**config.mk**
```make
export PLATFORM = sky130hd
export DESIGN_NAME = multi_switch_debouncer
export DESIGN_NICKNAME = d
export VERILOG_FILES = /design/src/rtl/multi_switch_debouncer.sv
export SDC_FILE = /design/constraint.sdc
export NUM_CORES = 1
export LEC_CHECK = 0
export ABC_AREA = 0
export ABC_CLOCK_PERIOD_IN_PS = 1700
export BUFFER_PORTS_ARGS = -buffer_cell sky130_fd_sc_hd__buf_2
export CORE_ASPECT_RATIO = 0.5
export CORE_MARGIN = 2
export CORE_UTILIZATION = 30
export CTS_CLUSTER_DIAMETER = 100
export CTS_CLUSTER_SIZE = 12
export DETAILED_ROUTE_END_ITERATION = 10
export PLACE_DENSITY = 0.42
export SETUP_SLACK_MARGIN = 0.5
export SKIP_LAST_GASP = 1
export SYNTH_ARGS = -nofsm -noshare
export SYNTH_HDL_FRONTEND = slang
export SYNTH_SLANG_ARGS = --single-unit
```
**constraint.sdc**
```tcl
create_clock -name CLK -period 1.7 [get_ports CLK]
set_input_delay 0.17 -clock CLK [delete_from_list [all_inputs] [get_ports CLK]]
set_output_delay 0.17 -clock CLK [all_outputs]
set_load 0.05 [all_outputs]
```
**src/rtl/multi_switch_debouncer.sv**
```systemverilog
// Purpose : N-channel switch debouncer with press/release pulses and auto-repeat on KEY_UP.
// Latency : KEY_EN/KEY_PRESS/KEY_REL/KEY_UP registered on the CE/REP_CE edge that decides them.
// Backpr. : none; free-running strobes, every event is a single-cycle pulse that is never held.
//
// Ports:
//   CLK, CLR_N   clock (rising edge) and asynchronous active-low reset
//   CE           sampling strobe; REP_CE repeat time-base strobe
//   S_IN         raw switches (1 = pressed), already synchronised to CLK
//   KEY_EN       debounced state; KEY_PRESS / KEY_REL edge pulses
//   KEY_UP       press pulse OR auto-repeat pulse; ANY_EN = OR of KEY_EN
//
// Build option: define REPEAT_ACCEL_EN to switch to REPEAT_FAST_PERIOD after ACCEL_AFTER
// repeats of a continuous hold. Without it every repeat reload uses REPEAT_PERIOD.

module multi_switch_debouncer #(
  parameter int CH_NUM             = 4,
  parameter int BITS_NUM           = 4,
  parameter int REPEAT_START_DELAY = 99,
  parameter int REPEAT_PERIOD      = 20,
  parameter int REPEAT_FAST_PERIOD = 5,
  parameter int ACCEL_AFTER        = 8
) (
  input  logic              CLK,
  input  logic              CLR_N,
  input  logic              CE,
  input  logic              REP_CE,
  input  logic [CH_NUM-1:0] S_IN,
  output logic [CH_NUM-1:0] KEY_EN,
  output logic [CH_NUM-1:0] KEY_PRESS,
  output logic [CH_NUM-1:0] KEY_REL,
  output logic [CH_NUM-1:0] KEY_UP,
  output logic              ANY_EN
);

  localparam int MAX_AB  = (REPEAT_START_DELAY > REPEAT_PERIOD) ? REPEAT_START_DELAY : REPEAT_PERIOD;
  localparam int CNT_MAX = (MAX_AB > REPEAT_FAST_PERIOD) ? MAX_AB : REPEAT_FAST_PERIOD;
  localparam int CNT_W   = $clog2(CNT_MAX + 1);

  localparam logic [CNT_W-1:0] START_LD  = CNT_W'(REPEAT_START_DELAY);
  localparam logic [CNT_W-1:0] PERIOD_LD = CNT_W'(REPEAT_PERIOD - 1);
`ifdef REPEAT_ACCEL_EN
  localparam logic [CNT_W-1:0] FAST_LD   = CNT_W'(REPEAT_FAST_PERIOD - 1);
  localparam int               TALLY_W   = (ACCEL_AFTER > 0) ? $clog2(ACCEL_AFTER + 1) : 1;
  localparam logic [TALLY_W-1:0] TALLY_SAT = TALLY_W'(ACCEL_AFTER);
`endif

  // Elaboration-time parameter sanity checks.
  if (BITS_NUM < 2) begin : g_bad_bits
    $error("BITS_NUM must be >= 2");
  end
  if (REPEAT_PERIOD < 1 || REPEAT_FAST_PERIOD < 1) begin : g_bad_period
    $error("repeat periods must be >= 1");
  end
  if (REPEAT_START_DELAY < 0 || ACCEL_AFTER < 0) begin : g_bad_delay
    $error("REPEAT_START_DELAY and ACCEL_AFTER must be >= 0");
  end

  for (genvar i = 0; i < CH_NUM; i++) begin : g_ch
    logic [BITS_NUM-1:0] sh;
    logic [BITS_NUM-1:0] sh_nxt;
    logic [CNT_W-1:0]    rcnt;
    logic [CNT_W-1:0]    reload;
    logic                en_q;
    logic                press_q;
    logic                rel_q;
    logic                up_q;
    logic                rise;
    logic                fall;
    logic                rep_hit;
`ifdef REPEAT_ACCEL_EN
    logic [TALLY_W-1:0]  tally;
    logic [TALLY_W-1:0]  tally_nxt;
`endif

    always_comb begin
      sh_nxt  = {sh[BITS_NUM-2:0], S_IN[i]};
      // Hysteresis: only a full run of identical samples changes the state.
      rise    = CE && !en_q && (&sh_nxt);
      fall    = CE &&  en_q && !(|sh_nxt);
      // A release on the same edge as an expiring repeat suppresses the repeat.
      rep_hit = en_q && REP_CE && (rcnt == '0) && !fall;
`ifdef REPEAT_ACCEL_EN
      tally_nxt = (tally == TALLY_SAT) ? tally : tally + 1'b1;
      // The repeat that brings the tally to its limit already schedules the fast period.
      reload    = (tally_nxt == TALLY_SAT) ? FAST_LD : PERIOD_LD;
`else
      reload    = PERIOD_LD;
`endif
    end

    always_ff @(posedge CLK or negedge CLR_N) begin
      if (!CLR_N) begin
        sh      <= '0;
        en_q    <= 1'b0;
        press_q <= 1'b0;
        rel_q   <= 1'b0;
        up_q    <= 1'b0;
        rcnt    <= START_LD;
      end else begin
        if (CE) begin
          sh <= sh_nxt;
        end
        if (rise) begin
          en_q <= 1'b1;
        end else if (fall) begin
          en_q <= 1'b0;
        end
        press_q <= rise;
        rel_q   <= fall;
        // rise needs en_q=0 and rep_hit needs en_q=1, so they never overlap.
        up_q    <= rise | rep_hit;
        // While released (and on the release edge) the counter sits at the start
        // delay, so the press edge always begins from a fresh load.
        if (!en_q || fall) begin
          rcnt <= START_LD;
        end else if (REP_CE) begin
          rcnt <= (rcnt == '0) ? reload : rcnt - 1'b1;
        end
      end
    end

`ifdef REPEAT_ACCEL_EN
    always_ff @(posedge CLK or negedge CLR_N) begin
      if (!CLR_N) begin
        tally <= '0;
      end else if (!en_q || fall) begin
        tally <= '0;
      end else if (rep_hit) begin
        tally <= tally_nxt;
      end
    end
`endif

    assign KEY_EN[i]    = en_q;
    assign KEY_PRESS[i] = press_q;
    assign KEY_REL[i]   = rel_q;
    assign KEY_UP[i]    = up_q;
  end

  assign ANY_EN = |KEY_EN;

endmodule

```
# Word level (Yosys, flattened, before mapping)
# Cells that the tools add are included.
# Widths: inputs -> output; s select.
[word_totals] reg_bits=56 latch_bits=0 ramBits=0 romBits=0 in_bits=8 output_inout_bits=17 word_cells=117 n_memories=0
[op_classes] n_addsub=4 mul=0 div=0 n_lt_le_gt_ge=0 eq_ne=0 shifts=0 muxes=20 bitwise_logic=4 n_reduce_logical=65
[op_table] op="$mux 7" count=12
[op_table] op="$logic_and 1x1->1" count=28
[op_table] op="$logic_not 7->1" count=4
[op_table] op="$sub 7x1->7 const B" count=4
[op_table] op="$reduce_or 4->1" count=5
[op_table] op="$reduce_and 4->1" count=4
[op_table] op="$reduce_bool 2->1" count=8
[op_table] op="$logic_not 1->1" count=12
[op_table] op="$mux 1" count=8
[op_table] op="$logic_or 1x1->1" count=4
[op_table] op="$or 1x1->1" count=4

# Logic depth before layout (Yosys ltp)
[logic_depth] ltp_word=6 ltp_mapped=6 ltp_nobuf=5

# Worst setup path before layout
# No wires, ideal clock.
[synth_timing] path_type="register to register" startpoint="register g_ch[2].rcnt[2]" endpoint="register g_ch[2].rcnt[5]" setup_time_ns=0.098 arrival_ns=1.448 t_required_ns=1.602 setup_slack_ns=0.154 stages_incl_launch_ff=4 n_path_buf=0 synth_period_minus_slack_ns=1.546 cell_sequence="dfrtp_1 -> or4b_4 -> or3_1 -> o311ai_1"
[synth_via] elab_chain_len=4
[synth_lines] item="start: declaration" line="61" text="logic [CNT_W-1:0] rcnt;"
[synth_lines] item="start signal: assignment" line="117" text="rcnt <= (rcnt == '0) ? reload : rcnt - 1'b1;"
[synth_lines] item="$sub 7x1->7 or $logic_not 7->1 (tied branches)" line="117"
[synth_lines] item="$mux 7 (*)" line="117"
[synth_lines] item="$mux 7 (*)" line="116" text="end else if (REP_CE) begin"
[synth_lines] item="$mux 7 (*)" line="114" text="if (!en_q || fall) begin"
# Every way passes the cells marked *; elsewhere a longest branch is shown, timed or not. The select of a mux whose other input is x is not followed.
# A chain may end at the register's enable or synchronous reset.

# Worst setup path after layout
# Same ends and word-level chain as after synthesis.

==> results.cfg <==
[clocking]
clk_latency_ps = 290
path_clk_slew_ps = 70
cts_made_buffers = 5
cts_root_buffer = clkbuf_16
clock-sinks = 56
ctsLongestPathBuffers = 2
cts_tree = built
cts_max_level = 2

[finish]
area_delta_synth_final_pct = 42.1
stdcell_count = 430
final-seq-area_sq_um = 1430
fillers = 823
multi_input_area_sq_um = 1580
diodes = 0
final_net_count = 328
drive_gt1_share_pct = 55.3

[yosys]
postSynthAreaPerCell_sq_um = 10.9
yosys_warnings = 0
synthAdderAreaFrac_pct = 3.59
synth.area.mux_share_pct = 4.85
synth_compound_area_share_pct = 15.0
synth_area_leader_cell = dfrtp_1
synth_fp_nets = 272
synth_top_family_by_area = simple AND/OR/NAND/NOR gates
synth_edf_count = 0
yosys.area_share.simple_pct = 18.7
async_reset_ff_share_pct = 100
synth.area.top_cells = dfrtp_1 36%, dfstp_2 15%, mux2_2 4.8%
ys_seq_elements = 56
synth.cell_area_sq_um = 2790
synth_top_cell_area_share_pct = 35.9
yosysSeqAreaShare_pct = 51.0
synth-xor-area-share_pct = 0
synth_cells = 256
synth_cell_types = 37
ys_dominant_reg_cell = dfrtp_1

[setup_path]
slowest_delay_ps = 530
cp-end-kind = flip-flop
r2r_start = g_ch[2].rcnt[2]
path_buf_inv = 0
worstSetupPathType = reg2reg
crit_path_start = g_ch[2].rcnt[2]
rrSetupSlack_ps = 90
crit_fanout = 5
path_delay_family = simple AND/OR/NAND/NOR gates
reg2reg_depth = 3
crit_end = g_ch[2].rcnt[5]
worstPathRequired_ps = 1900
crit_chain = or4b_4, or3_4, o311ai_2
cp.depth = 3
arrival_ps = 1810
crit_slowest_cell = or4b_4
reg2reg_to = g_ch[2].rcnt[5]
cp-start-kind = flip-flop

[floorplan]
ios = 25
rows = 24
dieHeight_um = 72.1
die_x_um = 140
dieArea_sq_um = 10100
coreArea_sq_um = 8860
start_util_pct = 31.5

[timing]
tightest_slew_ps = 557
fin_skew_ps = 5.21
tns_ps = 0
fmax_mhz = 621
fin_crit_ps = 1610
setup_slack_ps = 90.5
rsz0062_at_grt = true
slew_violations = 0
finalSetupViolations = 0
slew_headroom_pct = 62.9
finalHoldViolCount = 0
period_share_pct = 94.7

[flow_run]
cap_violations = 0

[grt]
grt_max_degree = 57
grt_usage_pct = 13.4
grt_pass1_vias = 2199
grt_pass1_wl_um = 10900
antenna_found_initial = 0
grt_overflow = 0

[power_and_ir_drop]
power_density_nw_per_um2 = 1130
p_leak_nw = 1.72
peakVddDrop_v = 0.000370

[placement]
dp_hpwl_um = 3930
port_buffers = 24
dp.cells = 387
pre_cts_ws_ps = 54.0
gp_congestion = 0.779

[min_path]
min_path_type = in2reg

[routing]
drt_first_pass_iters = 4
drcViolationCount = 0
wl_per_cell_um = 15.0
viasPerCell = 5.01
drt_wl_total_um = 6450
drt_iter0_markers = 99
vias = 2156
final_antenna_net_count = 0

[run_status]
outcome = finished clean
-- stage by stage --
step	hold WS (ps)	util (%)	cell area [sq um]	power [mW]
2_1_floorplan	-126	-	2950	2.46
3_3_place_gp	193	35.8	3170	2.64
3_5_place_dp	199	35.8	3170	2.65
4_1_cts	169	42.9	3800	4.35
5_1_grt	175	44.7	3960	4.70
6_report	175	44.7	3960	4.46
-- cells by family after synthesis --
kind of cell    after synthesis
compound gates               56
fa+ha+maj                     8
buf+inv                      34
flops                        56
mux                          12
simple gates                 90
-- report_power, final --
| group | switching [mW] | internal, mW | leakage, nW | total, mW |
|---|---|---|---|---|
| logic | 0.770 | 0.691 | 0.947 | 1.46 |
| registers | 0.167 | 1.51 | 0.687 | 1.68 |
| clock network | 0.474 | 0.846 | 0.0911 | 1.32 |
-- layer usage --
layer / GRT usage, % / wire length [um] / up-vias
li1: - / - / 1047
met1: 18.5 / 3150 / 1072
met2: 20.9 / 2990 / 32
met3: 3.76 / 249 / 5
met4: 3.82 / 60 / 0
met5: 0 / 0 / -
-- state kept, by name (all words and copies together), names as in the netlist --
signal	count
g_ch.en_q	4
g_ch.up_q	4
g_ch.sh	12
g_ch.press_q	4
g_ch.rcnt	28
g_ch.rel_q	4
-- worst min path at each step --
stage                        from         endpoint  slack [ps]  cells after the start
after global placement      CLR_N  g_ch[0].rcnt[2]         190                      2
final                     S_IN[3]    g_ch[3].sh[0]         180                      2
after CTS                 S_IN[0]    g_ch[0].sh[0]         170                      2
after global routing      S_IN[3]    g_ch[3].sh[0]         180                      2
after floorplan             CLR_N     g_ch[0].en_q        -130                      0
after detailed placement    CLR_N  g_ch[0].rcnt[2]         200                      2
-- cell usage after synthesis, drive strengths merged (3+ instances only) --
cell    count
nand2      23
and3        7
o21ai      12
dfstp      16
a31o        4
a21oi       4
nor4        7
nor3b       8
or4         8
a21boi     12
a311o       7
ha          8
o311ai      4
or3         4
mux2       12
or4b        4
or2         4
nand3       4
a31oi       3
buf        18
dfrtp      40
nor2        9
o31ai       4
inv        12
nand4       4
o311a       5
clkbuf      4
and2        4
-- final cells by class --
cell class	count	share of cell area, %
inverter	12	1.45
clock inverter	2	1.52
clock buffer	6	3.26
sequential	56	36.0
timing repair buffer	71	14.1
multi-input combinational	166	39.9
tap	117	3.70
-- timing repair --
item / 4_1_cts / 5_1_grt
hold endpoints to repair: 40 / 0
pin swaps: 25 / 23
setup buffers: 26 / 8
hold buffers: 1 / 0
resized for setup: 50 / 31
setup endpoints to repair: 35 / 41
-- cells in the final DEF (no fill, tap or decap), types with 6 or more instances in the layout --
cell type and count:
a21boi_1 8, dfstp_2 16, o21ai_0 7, buf_6 14
nand2_1 19, a311o_1 7, ha_4 7, mux2_2 12
nor4_4 7, buf_2 20, buf_4 33, nor3b_1 6
nor2_1 9, dfrtp_1 36
Note: power is estimated with default switching activity, not from simulation.
